### src/rtl/gpu_mem_arbiter_if.sv
// gpu_mem_arbiter_if: requester-side and memory-side handshake buses of gpu_mem_arbiter.
interface gpu_mem_arbiter_if #(
   parameter int N_REQ      = 4,
   parameter int ADDR_WIDTH = 8,
   parameter int DATA_WIDTH = 8
);
   logic [N_REQ-1:0]            r_req_vld, r_req_rdy, r_rsp_vld, r_rsp_rdy;
   logic [N_REQ*ADDR_WIDTH-1:0] r_req_addr;
   logic [DATA_WIDTH-1:0]       r_rsp_data, m_rsp_data;
   logic [ADDR_WIDTH-1:0]       m_req_addr;
   logic                        m_req_vld, m_req_rdy, m_rsp_vld, m_rsp_rdy;
   modport slave (
      input  r_req_vld, r_req_addr, r_rsp_rdy, m_req_rdy, m_rsp_vld, m_rsp_data,
      output r_req_rdy, r_rsp_vld, r_rsp_data, m_req_vld, m_req_addr, m_rsp_rdy
   );
   modport master (
      output r_req_vld, r_req_addr, r_rsp_rdy, m_req_rdy, m_rsp_vld, m_rsp_data,
      input  r_req_rdy, r_rsp_vld, r_rsp_data, m_req_vld, m_req_addr, m_rsp_rdy
   );
endinterface

### src/rtl/gpu_mem_arbiter.sv
// gpu_mem_arbiter: round-robin sharing of one memory port among N_REQ fetch requesters;
// responses are routed back through an in-order owner-ID FIFO.
module gpu_mem_arbiter #(
   parameter int N_REQ      = 4,
   parameter int ADDR_WIDTH = 8,
   parameter int DATA_WIDTH = 8,
   parameter int MAX_OUTST  = 2
) (
   input  logic                        clk,
   input  logic                        rst_n,
   gpu_mem_arbiter_if.slave            bus,
   output logic [$clog2(MAX_OUTST):0]  outstanding,
   output logic                        busy,
   output logic                        err_unexp
);
   localparam int IW = $clog2(N_REQ);
   localparam int PW = MAX_OUTST > 1 ? $clog2(MAX_OUTST) : 1;
   localparam int OW = $clog2(MAX_OUTST) + 1;
   logic [IW-1:0] rr_ptr, locked_id, winner, head_id;
   logic [IW-1:0] ids [MAX_OUTST];
   logic [PW-1:0] head, tail;
   logic          lock, have_win, full, empty, push, pop;
   // Scan downwards so the requester closest to rr_ptr is assigned last and wins.
   always_comb begin
      winner   = locked_id;
      have_win = lock;
      if (!lock)
         for (int k = N_REQ - 1; k >= 0; k--)
            if (bus.r_req_vld[(int'(rr_ptr) + k) % N_REQ]) begin
               winner   = IW'((int'(rr_ptr) + k) % N_REQ);
               have_win = 1'b1;
            end
   end
   assign full           = outstanding == OW'(MAX_OUTST);
   assign empty          = outstanding == '0;
   assign head_id        = ids[head];
   assign bus.m_req_vld  = rst_n && have_win && !full && bus.r_req_vld[winner];
   assign bus.m_req_addr = have_win ? bus.r_req_addr[int'(winner)*ADDR_WIDTH +: ADDR_WIDTH] : '0;
   assign bus.r_req_rdy  = (rst_n && have_win && bus.m_req_rdy && !full) ? N_REQ'(1) << winner : '0;
   assign bus.r_rsp_vld  = (bus.m_rsp_vld && !empty) ? N_REQ'(1) << head_id : '0;
   assign bus.m_rsp_rdy  = !empty && bus.r_rsp_rdy[head_id];
   assign bus.r_rsp_data = bus.m_rsp_data;
   assign push           = bus.m_req_vld && bus.m_req_rdy;
   assign pop            = bus.m_rsp_vld && bus.m_rsp_rdy;
   assign busy           = !empty || |bus.r_req_vld;
   always_ff @(posedge clk)
      if (push) ids[tail] <= winner;
   always_ff @(posedge clk or negedge rst_n)
      if (!rst_n) begin
         rr_ptr      <= '0;
         lock        <= 1'b0;
         locked_id   <= '0;
         head        <= '0;
         tail        <= '0;
         outstanding <= '0;
         err_unexp   <= 1'b0;
      end else begin
         if (push) begin
            rr_ptr <= IW'((int'(winner) + 1) % N_REQ);
            lock   <= 1'b0;
            tail   <= (tail == PW'(MAX_OUTST - 1)) ? '0 : tail + 1'b1;
         end else if (bus.m_req_vld) begin
            lock      <= 1'b1;
            locked_id <= winner;
         end
         if (pop) head <= (head == PW'(MAX_OUTST - 1)) ? '0 : head + 1'b1;
         if (push != pop) outstanding <= push ? outstanding + 1'b1 : outstanding - 1'b1;
         if (empty && bus.m_rsp_vld) err_unexp <= 1'b1;
      end
endmodule

### src/flat_wrapper.sv
// flat-port wrapper written by rule: the top's interface ports become plain ports
module gpu_mem_arbiter_flat 
#(
   parameter int N_REQ      = 4,
   parameter int ADDR_WIDTH = 8,
   parameter int DATA_WIDTH = 8,
   parameter int MAX_OUTST  = 2
)
  (clk, rst_n, outstanding, busy, err_unexp, bus_r_req_vld, bus_r_req_addr, bus_r_rsp_rdy, bus_m_req_rdy, bus_m_rsp_vld, bus_m_rsp_data, bus_r_req_rdy, bus_r_rsp_vld, bus_r_rsp_data, bus_m_req_vld, bus_m_req_addr, bus_m_rsp_rdy);
  gpu_mem_arbiter_if #(.N_REQ(N_REQ), .ADDR_WIDTH(ADDR_WIDTH), .DATA_WIDTH(DATA_WIDTH)) bus_i ();
  input  logic clk;
  input  logic rst_n;
  output logic [$clog2(MAX_OUTST):0] outstanding;
  output logic busy;
  output logic err_unexp;
  input wire logic [$bits(bus_i.r_req_vld)-1:0] bus_r_req_vld;
  input wire logic [$bits(bus_i.r_req_addr)-1:0] bus_r_req_addr;
  input wire logic [$bits(bus_i.r_rsp_rdy)-1:0] bus_r_rsp_rdy;
  input wire logic [$bits(bus_i.m_req_rdy)-1:0] bus_m_req_rdy;
  input wire logic [$bits(bus_i.m_rsp_vld)-1:0] bus_m_rsp_vld;
  input wire logic [$bits(bus_i.m_rsp_data)-1:0] bus_m_rsp_data;
  output wire logic [$bits(bus_i.r_req_rdy)-1:0] bus_r_req_rdy;
  output wire logic [$bits(bus_i.r_rsp_vld)-1:0] bus_r_rsp_vld;
  output wire logic [$bits(bus_i.r_rsp_data)-1:0] bus_r_rsp_data;
  output wire logic [$bits(bus_i.m_req_vld)-1:0] bus_m_req_vld;
  output wire logic [$bits(bus_i.m_req_addr)-1:0] bus_m_req_addr;
  output wire logic [$bits(bus_i.m_rsp_rdy)-1:0] bus_m_rsp_rdy;
  assign bus_i.r_req_vld = bus_r_req_vld;
  assign bus_i.r_req_addr = bus_r_req_addr;
  assign bus_i.r_rsp_rdy = bus_r_rsp_rdy;
  assign bus_i.m_req_rdy = bus_m_req_rdy;
  assign bus_i.m_rsp_vld = bus_m_rsp_vld;
  assign bus_i.m_rsp_data = bus_m_rsp_data;
  assign bus_r_req_rdy = bus_i.r_req_rdy;
  assign bus_r_rsp_vld = bus_i.r_rsp_vld;
  assign bus_r_rsp_data = bus_i.r_rsp_data;
  assign bus_m_req_vld = bus_i.m_req_vld;
  assign bus_m_req_addr = bus_i.m_req_addr;
  assign bus_m_rsp_rdy = bus_i.m_rsp_rdy;
  gpu_mem_arbiter #(.N_REQ(N_REQ), .ADDR_WIDTH(ADDR_WIDTH), .DATA_WIDTH(DATA_WIDTH), .MAX_OUTST(MAX_OUTST)) u_core (.clk(clk), .rst_n(rst_n), .bus(bus_i), .outstanding(outstanding), .busy(busy), .err_unexp(err_unexp));
endmodule
### config.mk
export PLATFORM = sky130hd
export DESIGN_NAME = gpu_mem_arbiter_flat
export DESIGN_NICKNAME = d
export VERILOG_FILES = /design/src/rtl/gpu_mem_arbiter_if.sv /design/src/rtl/gpu_mem_arbiter.sv /design/src/flat_wrapper.sv
export SDC_FILE = /design/constraint.sdc
export NUM_CORES = 1
export LEC_CHECK = 0
export ABC_AREA = 1
export CAP_MARGIN = 0
export CORE_MARGIN = 5
export CORE_UTILIZATION = 39
export DETAILED_ROUTE_END_ITERATION = 16
export PLACE_DENSITY = 0.8
export SLEW_MARGIN = 15
export SYNTH_ARGS = -nofsm -noshare
export SYNTH_HDL_FRONTEND = slang
export SYNTH_SLANG_ARGS = --single-unit
### constraint.sdc
create_clock -name clk -period 2.44 [get_ports clk]
set_clock_uncertainty 0.2 [all_clocks]
set_input_delay 0.244 -clock clk [delete_from_list [all_inputs] [get_ports clk]]
set_output_delay 0.244 -clock clk [all_outputs]
set_load 0.05 [all_outputs]
==> results of run 1 <==
stage by stage:
stage / std cells / setup WS, ns / setup TNS, ns
after floorplan: 236 / -0.179 / -0.851
after global placement: 368 / -0.377 / -5.80
after detailed placement: 368 / -0.401 / -6.80
after CTS: 382 / -0.241 / -3.28
after global routing: 382 / -0.575 / -10.39
final: 382 / -0.436 / -6.27
what timing repair did:
action                                  in CTS  in global routing
resized for setup                           66                 22
setup buffers                                7                  0
cloned                                       4                  0
endpoints found under the setup margin      23                 26
pin swaps                                   13                  4
hold buffers                                 0                  0
layer usage:
metal	up-vias	GRT usage
met5	-	0
met4	0	0.182
met3	54	0.0753
met1	1031	0.263
met2	173	0.504
li1	948	-
kinds of logic after synthesis:
logic type | after synthesis | share of synthesized area
adders and majority gates | 4 | 0.0343
AOI/OAI and AO/OA | 33 | 0.119
buffers and inverters | 42 | 0.152
and+or+nand+nor | 141 | 0.429
DFF | 14 | 0.254
xor gates and xnor gates | 2 | 0.0120
sequential cells by signal (all words and copies together), names as in the netlist:
name,flops
u_core.tail,1
u_core.ids,4
u_core.err_unexp,1
u_core.lock,1
u_core.outstanding,2
u_core.rr_ptr,2
u_core.head,1
u_core.locked_id,2
cell usage after synthesis:
master	count
a21oi_1	10
xor2_1	2
or2_2	3
nand3_2	2
nor2_1	43
inv_6	1
nand2_2	4
a21oi_2	1
nor4_1	1
nand3_1	21
buf_4	9
ha_1	4
o21ai_1	6
o21a_1	1
dfrtp_1	10
buf_2	1
inv_1	25
edfxtp_1	4
nand2_1	58
buf_6	3
clkbuf_1	1
clkinv_2	1
nor3_1	4
a21o_1	1
nand4_1	2
o21ai_0	14
nand3_4	1
inv_2	1
nand2_4	2
worst paths after layout:
check                      depth (start not counted)              start  slack (ns)               endpoint
min in group clk                                   0  bus_m_rsp_data[0]        0.29      bus_r_rsp_data[0]
hold reg to reg                                    1   u_core.err_unexp        0.29       u_core.err_unexp
max in group asynchronous                          2              rst_n        1.70       u_core.rr_ptr[0]
setup / recovery                                  15   u_core.rr_ptr[0]       -0.44      bus_m_req_addr[4]
setup reg to reg                                  21   u_core.rr_ptr[0]       -0.23  u_core.outstanding[1]
hold / removal                                     2              rst_n        0.16  u_core.outstanding[1]
area by class of cell:
cell class	instances	area [µm²]	area share
flip-flops and latches	14	372	0.123
multi-input cells	180	1180	0.392
inverters	28	123	0.0407
clock buffers	3	41.3	0.0137
clock inverters	1	3.75	0.00125
repair buffers	106	1200	0.400
well taps	48	60.1	0.0200
repair inverters	2	27.5	0.00914
critical path, cell delays in order, from the launching register on:
cell and delay [ns]:
dfrtp_2 0.49, nand2_1 0.15, nand3_2 0.12, nand2_2 0.09, inv_2 0.04, nand4_1 0.06
nand2_1 0.06, nand2_1 0.11, nand3_2 0.10, nand2_2 0.11, inv_2 0.08, buf_4 0.16
nor2_1 0.11, o21ai_1 0.15, a21oi_4 0.22, buf_12 0.15
==> summary.md, run 1 <==
| Metric | Value |
|---|---|
| Area of the core region | `~3600 µm²` |
| Starting density of the core | `0.402` |
| Ports placed on the boundary | `82` |
| Total congestion overflow | `0` |
| Final clock period utilization by the worst path | `1.18` |
| Max Buffers Root-to-Sink | `2` |
| Measured slew at the worst slew-check pin | `approximately 0.51 ns` |
| Cell accounting for the most synthesized area | `dfrtp_1` |
| Worst setup path class | `reg -> out` |
| Number of setup violations in the final report | `25` |
| Initial drt markers | `between 150 and 200` |
| Area contributors post-synth | `dfrtp_1 (17%), nand2_1 (15%), nor2_1 (11%)` |
| Violated checks | `setup timing` |
| Die outline width | `71.2 µm` |
| Number of cells produced by synthesis | `approximately 240` |
| CP required | `2.00 ns` |
| Layout Nets | `just under 400` |
| Mean instance size in the synthesized netlist | `6.19 µm²` |
| Unrepaired setup endpoints after global routing | `true` |
| Max-Slew Margin vs Limit | `0.658` |
| Post-layout minimum cycle time | `about 2.9 ns` |
| Overall via count from detail_route | `around 2200` |
| Netlist area before placement | `approximately 1500 µm²` |
| Core occupancy in the finished layout | `0.829` |
| Die area | `5070 µm²` |
| Overall track demand over capacity in global routing | `0.274` |
| Mean number of vias per cell | `approximately 5.8` |
| Element type at the critical path end | `output pin` |
| Area share of the largest cell type after synthesis | `0.171` |
| Flip-flop and latch count after synthesis | `14` |
| FILL cells | `185` |
| Area of all placed cells without fillers | `3010 µm²` |
| Initial antenna violation count | `0` |
| Number of max-slew violations in the final report | `0` |
| Final hold slack | `approximately 0.16 ns` |
| Placed wire-length estimate | `between 4 and 5 mm` |
| Share of final-layout standard cells stronger than drive strength 1 | `0.437` |
| CTS tree | `yes` |
| Portion of the post-synthesis area used by sequential elements | `0.254` |
| First-pass iteration count of the detailed router | `5` |
| TritonCTS Sinks | `14` |
| Inserted Diodes | `0` |
| Status | `finished, violations left` |
| Slack of the critical path | `-0.436 ns` |
| Largest fanout of any net on the critical path | `8` |
| Number of placement rows | `22` |
| Die Span Y | `71.2 µm` |
| Synthesis warning total | `0` |
| Count of endpoints failing hold in the final timing report | `0` |
| Upper clock frequency limit | `0.348 GHz` |
| Final weighted congestion in routability-driven placement | `0.832` |
| Number of buffers inserted during clock tree synthesis | `3` |
| Commonest cells after routing, fill and taps aside | `nand2_1 (43), clkdlybuf4s50_1 (43), buf_4 (34)` |
| Detailed-route wire length on metal 1 | `about 2.5 mm` |
| Sum of met3 wire segment lengths after detailed routing | `around 700 µm` |
| Register clock-pin slew on the reported worst setup and hold paths | `0.06 ns` |
| Critical path data arrival time | `2.43 ns` |
| H-tree depth | `1` |
| Largest net degree at the start of global routing | `16` |
| Worst hold path type | `in -> async` |
| Number of buffer cells added on primary ports | `65` |
| Root buf cell | `clkbuf_8` |
| Avg WL per Cell | `between 15 and 20 µm` |
| Count of distinct cell types in the synthesized netlist | `29` |
| Antenna viol nets, final | `0` |
| Number of design rule violations left after detail routing | `0` |
| Type of origin of the critical path | `flip-flop` |
| MaxCap Viol Count | `0` |
| Wire length of the first global-routing pass | `11.0 mm` |
| Number of global-route vias before repair | `roughly 2300` |
| Met2 wire length | `roughly 3.8 mm` |
| Area Growth Syn to Fin | `106%` |
| Placed cell areas | `2610 µm²` |
| Top sig layer | `met4` |
| Routed wire length | `between 7 and 8 mm` |
| Clk_lat worst skew | `0.25 ns` |
| Synthesized Nets | `~290` |
Power of run 1 is left out: the tool's default activity adds up to more than one toggle a clock period on the data nets, which glitch-free logic cannot reach.
==> run 2: changes to the inputs <==
--- a/config.mk
+++ b/config.mk
@@ -8,10 +8,12 @@
 export ABC_AREA = 1
 export CAP_MARGIN = 0
 export CORE_MARGIN = 5
-export CORE_UTILIZATION = 39
+export CORE_UTILIZATION = 48
 export DETAILED_ROUTE_END_ITERATION = 16
-export PLACE_DENSITY = 0.8
+export DONT_BUFFER_PORTS = 1
+export PLACE_DENSITY = 0.62
 export SLEW_MARGIN = 15
 export SYNTH_ARGS = -nofsm -noshare
 export SYNTH_HDL_FRONTEND = slang
 export SYNTH_SLANG_ARGS = --single-unit
+export TNS_END_PERCENT = 5
==> run 2 against run 1 <==
Effect of this change: the flow still finishes with violations (setup timing); sequential share of layout area rose by 4.6 points; count of clock-buffer cells in the layout rose by 1; die area is 16% lower; core utilization is 8.8 points lower; sequential cell count unchanged; critical path depth rose by 3; via count shrank 27%.
==> summary.md, run 2 (same netlist as run 1, synthesis figures left out) <==
| Metric | Value |
|---|---|
| Unrepaired setup endpoints after global routing | `true (unchanged)` |
| Wire length of the first global-routing pass | `7.15 mm (was 11.0 mm)` |
| Core occupancy in the finished layout | `0.740 (was 0.829)` |
| Element type at the critical path end | `output pin (unchanged)` |
| Initial drt markers | `62 (was 184)` |
| Ports placed on the boundary | `82 (unchanged)` |
| Area Growth Syn to Fin | `51.0% (was 106%)` |
| Post-layout minimum cycle time | `2.77 ns (was 2.88 ns)` |
| TritonCTS Sinks | `14 (unchanged)` |
| Violated checks | `setup timing (unchanged)` |
| Number of setup violations in the final report | `19 (was 25)` |
| Number of buffer cells added on primary ports | `0 (was 65)` |
| CP required | `2.00 ns (about the same)` |
| MaxCap Viol Count | `0 (unchanged)` |
| Commonest cells after routing, fill and taps aside | `nand2_1 (40), nor2_1 (33), buf_4 (23) (was nand2_1 (43), clkdlybuf4s50_1 (43), buf_4 (34))` |
| Largest net degree at the start of global routing | `13 (was 16)` |
| Register clock-pin slew on the reported worst setup and hold paths | `0.10 ns (was 0.06 ns)` |
| Number of design rule violations left after detail routing | `0 (unchanged)` |
| Max-Slew Margin vs Limit | `0.681 (was 0.658)` |
| Number of flip-flops in the largest register | `4 (unchanged)` |
| CP most frequent cell | `nand2_2 (was nand2_1)` |
| Placed wire-length estimate | `3.23 mm (was 4.02 mm)` |
| CTS tree | `yes (unchanged)` |
| Largest fanout of any net on the critical path | `8 (unchanged)` |
| Overall track demand over capacity in global routing | `0.213 (was 0.274)` |
| Share of final-layout standard cells stronger than drive strength 1 | `0.423 (was 0.437)` |
| Slack of the critical path | `-0.325 ns (was -0.436 ns)` |
| Die outline width | `65.2 µm (was 71.2 µm)` |
| Avg WL per Cell | `14.6 µm (was 19.8 µm)` |
| Number of global-route vias before repair | `1558 (was 2277)` |
| Antenna viol nets, final | `0 (unchanged)` |
| Starting density of the core | `0.490 (was 0.402)` |
| Final clock period utilization by the worst path | `1.13 (was 1.18)` |
| First-pass iteration count of the detailed router | `4 (was 5)` |
| Total congestion overflow | `0 (unchanged)` |
| Count of endpoints failing hold in the final timing report | `0 (unchanged)` |
| Max Buffers Root-to-Sink | `2 (unchanged)` |
| Layout Nets | `329 (was 391)` |
| Number of buffers inserted during clock tree synthesis | `3 (unchanged)` |
| Type of origin of the critical path | `flip-flop (unchanged)` |
| Worst setup path class | `reg -> out (unchanged)` |
| H-tree depth | `1 (unchanged)` |
| Root buf cell | `clkbuf_4 (was clkbuf_8)` |
| Worst-case register-to-register setup slack | `-0.07 ns (was -0.23 ns)` |
| Worst hold path type | `in -> reg (was in -> async)` |
| Upper clock frequency limit | `0.362 GHz (was 0.348 GHz)` |
| Number of max-slew violations in the final report | `0 (unchanged)` |
| Area of the core region | `2980 µm² (was 3630 µm²)` |
| Critical Path Slowest Stage Cell | `dfrtp_2 (unchanged)` |
| Inserted Diodes | `0 (unchanged)` |
| Commonest non-fill, non-tap cell in the layout | `nand2_1` |
| Critical path data arrival time | `2.32 ns (was 2.43 ns)` |
| Overall via count from detail_route | `1618 (was 2206)` |
| Register with the most flip-flops | `u_core.ids (unchanged)` |
| Routed wire length | `4.46 mm (was 7.58 mm)` |
| Stage delay of the slowest cell on the critical path | `0.47 ns (was 0.49 ns)` |
| Number of placement rows | `20 (was 22)` |
| Measured slew at the worst slew-check pin | `0.477 ns (was 0.511 ns)` |
| Status | `finished, violations left (unchanged)` |
| Mean number of vias per cell | `5.30 (was 5.77)` |
| Cell Chain, Critical Path | `clkinv_4 -> nand2_2 -> nand2_2 -> nand2_2 -> nand2_2 -> a21oi_2 -> nand2_1 -> nand2_1 -> nand2_2 -> nand2_4 -> nand2_8 -> buf_6 -> nand2_1 -> nand3_1 -> nand2_2 -> nand2_2 -> inv_2 -> buf_12 (was nand2_1 -> nand3_2 -> nand2_2 -> inv_2 -> nand4_1 -> nand2_1 -> nand2_1 -> nand3_2 -> nand2_2 -> inv_2 -> buf_4 -> nor2_1 -> o21ai_1 -> a21oi_4 -> buf_12)` |
| FILL cells | `233 (was 185)` |
| Multi-input gate area | `1060 µm² (was 1180 µm²)` |
| Initial antenna violation count | `0 (unchanged)` |
| Clk_lat worst skew | `0.29 ns (was 0.25 ns)` |
| Final weighted congestion in routability-driven placement | `0.826 (was 0.832)` |
| Die Span Y | `65.2 µm (was 71.2 µm)` |
| Area taken by flip-flops and latches | `373 µm² (was 372 µm²)` |
| Die area | `4250 µm² (was 5070 µm²)` |
==> run 2: cell count changes in the layout (fill, tap and decap cells not counted), moves of 7 or more <==
cell and change:
buf_4 -11, o21ai_2 -8, o21ai_1 +11, clkdlybuf4s50_1 -43
a21oi_4 -7
==> run 2: per-stage QoR <==
step | area (µm²) | setup TNS, ns | std cells | setup WS (ns) | hold WS (ns)
floorplan | 1500 | -2.07 | 236 | -0.179 | -0.252
global placement | 1880 | -0.410 | 292 | -0.0614 | -0.251
detailed placement | 1880 | -0.868 | 292 | -0.113 | -0.251
CTS | 2040 | -3.06 | 302 | -0.251 | 0.0536
global route | 2200 | -8.03 | 305 | -0.521 | 0.0893
finish | 2200 | -3.97 | 305 | -0.325 | 0.0528
==> run 2: per-layer routing <==
layer | vias up | wire length, µm | track usage
met2 | 52 | 2410 | 0.354
met3 | 8 | 327 | 0.0735
met5 | - | 0 | 0
li1 | 816 | - | -
met1 | 742 | 1650 | 0.260
met4 | 0 | 74 | 0.0674
==> run 2: final cells by class <==
class / count / share of cell area
clock buffers: 4 / 0.0165
inverters: 28 / 0.0556
multi-input cells: 180 / 0.481
flip-flops and latches: 14 / 0.169
well taps: 33 / 0.0187
repair buffers: 44 / 0.247
repair inverters: 2 / 0.0114
==> run 2: what timing repair did <==
action	in CTS	in global routing
setup buffers	1	1
endpoints found under the setup margin	16	27
resized for setup	23	48
hold buffers	3	0
hold endpoints to repair	14	0
gates cloned	2	2
pin swaps	14	15
==> run 2: worst max-delay path, delay by kind of cell (launching register included) <==
| kind | cells | cell delay, ns |
|---|---|---|
| AO/OA/AOI/OAI | 1 | 0.10 |
| buffers and inverters | 4 | 0.52 |
| flip-flops | 1 | 0.47 |
| AND/OR/NAND/NOR | 13 | 0.93 |
==> run 2: final timing paths <==
check | start | cells past startpoint | endpoint
worst max-delay path | u_core.rr_ptr[0] | 18 | bus_m_req_vld
worst min-delay path | bus_m_rsp_vld | 4 | u_core.head
worst max register to register | u_core.rr_ptr[0] | 22 | u_core.outstanding[1]
worst min register to register | u_core.locked_id[1] | 2 | u_core.locked_id[1]
max in group asynchronous | rst_n | 1 | u_core.rr_ptr[1]
min in group asynchronous | rst_n | 1 | u_core.lock
Power of run 2 is left out for the same reason.
==> RTL edit 1, RTL diff (config.mk and constraints of run 1) <==
`ADDR_WIDTH` is set to 8 in 3 places; all go to 7.
--- a/src/rtl/gpu_mem_arbiter_if.sv
+++ b/src/rtl/gpu_mem_arbiter_if.sv
@@ -1,7 +1,7 @@
 // gpu_mem_arbiter_if: requester-side and memory-side handshake buses of gpu_mem_arbiter.
 interface gpu_mem_arbiter_if #(
    parameter int N_REQ      = 4,
-   parameter int ADDR_WIDTH = 8,
+   parameter int ADDR_WIDTH = 7,
    parameter int DATA_WIDTH = 8
 );
    logic [N_REQ-1:0]            r_req_vld, r_req_rdy, r_rsp_vld, r_rsp_rdy;
--- a/src/rtl/gpu_mem_arbiter.sv
+++ b/src/rtl/gpu_mem_arbiter.sv
@@ -2,7 +2,7 @@
 // responses are routed back through an in-order owner-ID FIFO.
 module gpu_mem_arbiter #(
    parameter int N_REQ      = 4,
-   parameter int ADDR_WIDTH = 8,
+   parameter int ADDR_WIDTH = 7,
    parameter int DATA_WIDTH = 8,
    parameter int MAX_OUTST  = 2
 ) (
--- a/src/flat_wrapper.sv
+++ b/src/flat_wrapper.sv
@@ -2,7 +2,7 @@
 module gpu_mem_arbiter_flat 
 #(
    parameter int N_REQ      = 4,
-   parameter int ADDR_WIDTH = 8,
+   parameter int ADDR_WIDTH = 7,
    parameter int DATA_WIDTH = 8,
    parameter int MAX_OUTST  = 2
 )
Interface: changed (resized bus_m_req_addr and bus_r_req_addr); port bits go from 82 to 77. No check against the original RTL was run, so the function may have changed too.
==> RTL edit 1 against run 1 <==
- the flow still finishes with violations (setup timing)
- design area fell by 6.5%
- synthesized area is 1.7% lower
- worst setup slack got worse by 66 ps
- critical endpoint is now bus_m_req_addr[1]
- routed wire length down 25%
- core utilization decreased by 4.8 points
- die area fell by 1.5%
- sequential cell count is the same
Power is not shown: default switching activity piles up to over one toggle a cycle in this logic, so the estimate is an artifact.
==> RTL edit 1: results (changes against run 1) <==
Status
  • Status: complete, but fails checks
  • Failing checks: setup timing

CTS
  • CTS Buf Count: 3 (unchanged)
  • Clock tree buffer depth: 2 (unchanged)
  • Clock root buffer: clkbuf_8
  • CTS clock-pin slew for the worst setup and hold paths: 60 ps (about the same)
  • Worst-Skew Late Latency: 240 ps

Global route
  • First-pass GRT wire length: 8300 µm (-24%)
  • Antenna violations before repair: 0 (unchanged)
  • Gr usage total: 20.3% (-7.1 points)
  • Vias in the first global route: 1842 (-19%)
  • Largest net degree at the start of global routing: 17 (+1)

Drt
  • WL final: 5650 µm (-25%)
  • Routed vias: 1913 (-13%)
  • Iter 0 DRT Violations: 156 (-15%)

Timing
  • Slew @ Worst Pin: 492 ps (-18.8 ps)
  • Achievable Freq: 0.340 GHz (-2.2%)
  • Final-report setup violation count: 24 (-4.0%)
  • Total negative setup slack: -6720 ps (-445 ps)
  • Fin worst setup slack: -502 ps (-65.8 ps)

Worst setup path
  • Worst R2R End: u_core.locked_id[0]
  • Slowest cell on crit path: dfrtp_2
  • WP data arrival: 2500 ps (+70 ps)
  • Worst reg2reg startpoint: u_core.rr_ptr[0]
  • CP Max Fanout: 8 (unchanged)
  • R2R cell count: 21 (unchanged)
  • Max incr delay on CP: 470 ps (-20 ps)
  • R2R setup slack: -280 ps (-50 ps)

Min path
  • Hold/Removal Path Class: primary input to asynchronous set/reset pin

Place
  • IO Port Bufs: 60 (-7.7%)
  • Dpl hpwl: 3720 µm (-7.5%)
  • GPL Wtd Cong: 0.954 (+15%)
  • Pre-CTS worst setup slack: -375 ps (+26.0 ps)
  • Post-Place Cells: 354 (-3.8%)

Synth
  • Synth Instances: 227 (-3.8%)
  • Adder-Cell Fraction of Synth Area: 3.49% (+0.060 points)
  • Xor/xnor share of the synthesized area: 1.22% (+0.021 points)
  • Synthesized Nets: 279 (-4.5%)
  • Distinct cells, synth: 27 (-6.9%)
  • Compound-gate portion of the synthesized area: 11.2% (-0.66 points)
  • Mux contribution to synthesized area: 0% (unchanged)
  • Synth top area cells: dfrtp_1 17%, nand2_1 12%, nor2_1 9.9%, edfxtp_1 8.4%, nand3_1 7.7%
  • Number of synthesized flops with an enable pin: 4 (unchanged)
  • Sequential fraction of the synthesis area: 25.8% (+0.44 points)
  • Post-synth top cells: 47 x nand2_1, 38 x nor2_1, 23 x inv_1

Finish
  • Finished Layout Cells: 369 (-3.4%)
  • Fillers: 228 (+23%)
  • Largest register FFs: 4 (unchanged)
  • Fraction of layout cells with a size suffix above 1: 40.8% (-2.9 points)
  • Nets: 374 (-4.3%)
  • Final antenna diode count: 0 (unchanged)
RTL edit 1: changes by cell type in the layout (fill, tap and decap cells not counted), sizes merged, moves of 2 or more:
cell / delta
clkinv: -2
clkdlybuf4s50: -4
nand3: +2
nand2: -3
o21ai: -2
nor2: -4
RTL edit 1: cell families after synthesis:
family,after synthesis
and+or+nand+nor,135
xor gates and xnor gates,2
AOI/OAI and AO/OA,31
DFF,14
buffers and inverters,41
adders and majority gates,4
RTL edit 1: layout make-up:
| class | count | area (µm²) | share of cell area (%) |
|---|---|---|---|
| Tap cell | 48 | 60.1 | 2.13 |
| Inverter | 28 | 120 | 4.27 |
| Clock buffer | 4 | 55.1 | 1.96 |
| Timing Repair inverter | 1 | 6.26 | 0.222 |
| Sequential cell | 14 | 372 | 13.2 |
| Multi-Input combinational cell | 172 | 1080 | 38.3 |
| Timing Repair Buffer | 102 | 1120 | 39.9 |
RTL edit 1: repair_timing:
action | CTS | global route
gates cloned | 1 | 0
gates resized for setup | 24 | 36
pin swaps | 4 | 9
endpoints found under the setup margin | 20 | 25
setup buffers | 4 | 6
RTL edit 1: layer usage:
| metal | share of wire, % | GRT usage (%) |
|---|---|---|
| met5 | 0 | 0 |
| met4 | 2.7 | 8.77 |
| met3 | 8.6 | 5.68 |
| met2 | 54 | 38.3 |
| met1 | 35 | 20.8 |
RTL edit 1: worst max path at each step:
stage,start,to,slack (ps),cells past startpoint
final,u_core.rr_ptr[0],bus_m_req_addr[1],-500,18
after global routing,u_core.rr_ptr[0],bus_m_req_addr[1],-670,18
after CTS,u_core.rr_ptr[0],bus_m_req_addr[5],-320,16
after detailed placement,bus_r_req_vld[1],bus_m_req_addr[5],-370,19
after global placement,bus_r_req_vld[1],bus_m_req_addr[6],-300,16
after floorplan,u_core.outstanding[1],bus_r_rsp_vld[0],-180,4
RTL edit 1: metrics by stage:
stage	hold slack, ps	area [µm²]
4_1_cts	140	2670
5_1_grt	161	2810
2_1_floorplan	-252	1540
3_5_place_dp	281	2520
3_3_place_gp	243	2520
6_report	152	2810
RTL edit 1: critical path: cells and delay by family (launching register included):
kind	cells	cell delay (ps)
AND/OR/NAND/NOR	11	900
buffers and inverters	4	540
flip-flops	1	470
AO/OA/AOI/OAI	3	360
==> RTL edit 2, RTL diff (flow settings as in run 1) <==
Made on the original files. Put one more register stage on the output `err_unexp`, cleared by the reset. The value now appears one clock later. The other outputs are not delayed to match.
--- a/src/rtl/gpu_mem_arbiter.sv
+++ b/src/rtl/gpu_mem_arbiter.sv
@@ -16,6 +16,8 @@
    localparam int IW = $clog2(N_REQ);
    localparam int PW = MAX_OUTST > 1 ? $clog2(MAX_OUTST) : 1;
    localparam int OW = $clog2(MAX_OUTST) + 1;
+
+   logic err_unexp_s0;
    logic [IW-1:0] rr_ptr, locked_id, winner, head_id;
    logic [IW-1:0] ids [MAX_OUTST];
    logic [PW-1:0] head, tail;
@@ -53,7 +55,7 @@
          head        <= '0;
          tail        <= '0;
          outstanding <= '0;
-         err_unexp   <= 1'b0;
+         err_unexp_s0 <= 1'b0;
       end else begin
          if (push) begin
             rr_ptr <= IW'((int'(winner) + 1) % N_REQ);
@@ -65,7 +67,15 @@
          end
          if (pop) head <= (head == PW'(MAX_OUTST - 1)) ? '0 : head + 1'b1;
          if (push != pop) outstanding <= push ? outstanding + 1'b1 : outstanding - 1'b1;
-         if (empty && bus.m_rsp_vld) err_unexp <= 1'b1;
+         if (empty && bus.m_rsp_vld) err_unexp_s0 <= 1'b1;
       end
+   always_ff @(posedge clk or negedge rst_n) begin
+      if (!rst_n) begin
+         err_unexp <= '0;
+      end else begin
+         err_unexp <= err_unexp_s0;
+      end
+   end
+
 endmodule
 
Behaviour: not the same (Yosys sat finds a counterexample within 4 cycles, from zero or initial values and one cycle with rst_n low).
==> RTL edit 2 against run 1 <==
- the flow still finishes with violations (setup timing)
- sequential share of layout area increased by 0.75 points
- critical endpoint is now bus_m_req_addr[6]
- synthesized area grew 1.9%
- critical path type unchanged
- largest cell class unchanged
- die area up 1.6%
- synthesized cell count up 0.42%
- worst setup slack worse by 52 ps
- sequential cell count rose by 1
- via count rose by 0.86%
- routed wire length about the same
- design area is 0.91% higher
- highest routed layer unchanged
- count of clock-buffer cells in the layout unchanged
Power is left out: the tool's default activity adds up to more than one toggle a clock period on the data nets, which glitch-free logic cannot reach.
==> RTL edit 2: results (changes against run 1) <==
Status
  • Status: complete, but fails checks
  • Failing checks: setup timing

Worst setup path
  • R2R cell count: 22 (+4.8%)
  • WP data arrival: 2480 ps (+50 ps)
  • Slowest cell on crit path: dfrtp_2
  • CP Max Fanout: 7 (-1)

Finish
  • Fillers: 188 (+1.6%)
  • Fraction of layout cells with a size suffix above 1: 44.3% (+0.60 points)
  • Finished Layout Cells: 382 (unchanged)

Synth
  • Sequential fraction of the synthesis area: 26.6% (+1.2 points)
  • Distinct cells, synth: 29 (unchanged)
  • Share of synthesized registers carrying an async set or reset: 73.3% (+1.9 points)
  • Synthesized Nets: 293 (+0.34%)
  • Post-synth top cells: 57 x nand2_1, 43 x nor2_1, 25 x inv_1
  • Synth Instances: 237 (+0.42%)
  • Synth top area cells: dfrtp_1 19%, nand2_1 14%, nor2_1 11%, edfxtp_1 8.1%, nand3_1 7.1%

Timing
  • Fin worst setup slack: -488 ps (-51.6 ps)
  • Slew @ Worst Pin: 491 ps (-20.2 ps)
  • Final-report setup violation count: 25 (unchanged)

Place
  • Dpl hpwl: 4100 µm (+2.0%)
  • Cell area after placement: 2660 µm² (+1.8%)
  • GPL Wtd Cong: 0.838 (+0.71%)

Global route
  • Gr usage total: 24.4% (-3.0 points)
  • First-pass GRT wire length: 10000 µm (-8.4%)
  • Vias in the first global route: 2202 (-3.3%)
  • Largest net degree at the start of global routing: 20 (+4)

Drt
  • WL final: 7570 µm (about the same)
  • Vias/cell: 5.82 (+0.86%)
  • Iter 0 DRT Violations: 224 (+22%)

CTS
  • Worst-Skew Late Latency: about 260 ps
## RTL edit 2: area by class of cell
type	count	share of cell area, %
flip-flops and latches	15	13.1
repair buffers	106	40.0
clock buffers	3	1.36
clock inverters	1	0.165
multi-input cells	180	39.0
well taps	48	1.98
inverters	28	4.12
repair inverters	1	0.288
## RTL edit 2: final timing paths
| kind | startpoint | endpoint | slack, ps |
|---|---|---|---|
| max in group asynchronous | rst_n | u_core.rr_ptr[1] | 1730 |
| worst max register to register | u_core.rr_ptr[0] | u_core.outstanding[1] | -330 |
| worst min-delay path | rst_n | u_core.rr_ptr[0] | 150 |
| worst max-delay path | u_core.rr_ptr[0] | bus_m_req_addr[6] | -490 |
| min in group clk | u_core.err_unexp_s0 | u_core.err_unexp | 200 |
| worst min register to register | u_core.err_unexp_s0 | u_core.err_unexp | 200 |
## RTL edit 2: cells by family (layout without fill, tap and decap cells)
group	Yosys count	count (layout)	synth area share, %
fa+ha+maj	4	4	3.36
compound gates	33	33	11.7
flops	15	15	26.6
buf+inv	42	139	14.9
simple gates	141	141	42.3
xor+xnor	2	2	1.18
## RTL edit 2: layer usage
metal	GRT usage, %	vias to the layer above	routed length [µm]
met5	0	-	0
met2	46.4	194	3810
met1	24.5	1039	2470
met3	6.45	50	820
met4	10.9	0	468
li1	-	942	-
## RTL edit 2: repair_timing
| action | CTS | global route |
|---|---|---|
| setup endpoints to repair | 22 | 27 |
| cloned | 1 | 1 |
| resized for setup | 60 | 29 |
| buffers inserted | 5 | 1 |
| pin swaps | 11 | 4 |
## RTL edit 2: metrics by stage
stage               util (%)  hold WS, ps  setup WS [ps]  TNS, ps
finish                  82.4          147           -488    -7960
global route            82.4          175           -588   -10430
CTS                     79.4          143           -298    -3720
global placement        72.1          167           -368    -5770
detailed placement      72.1          171           -425    -6880
floorplan                  -         -252           -179     -855
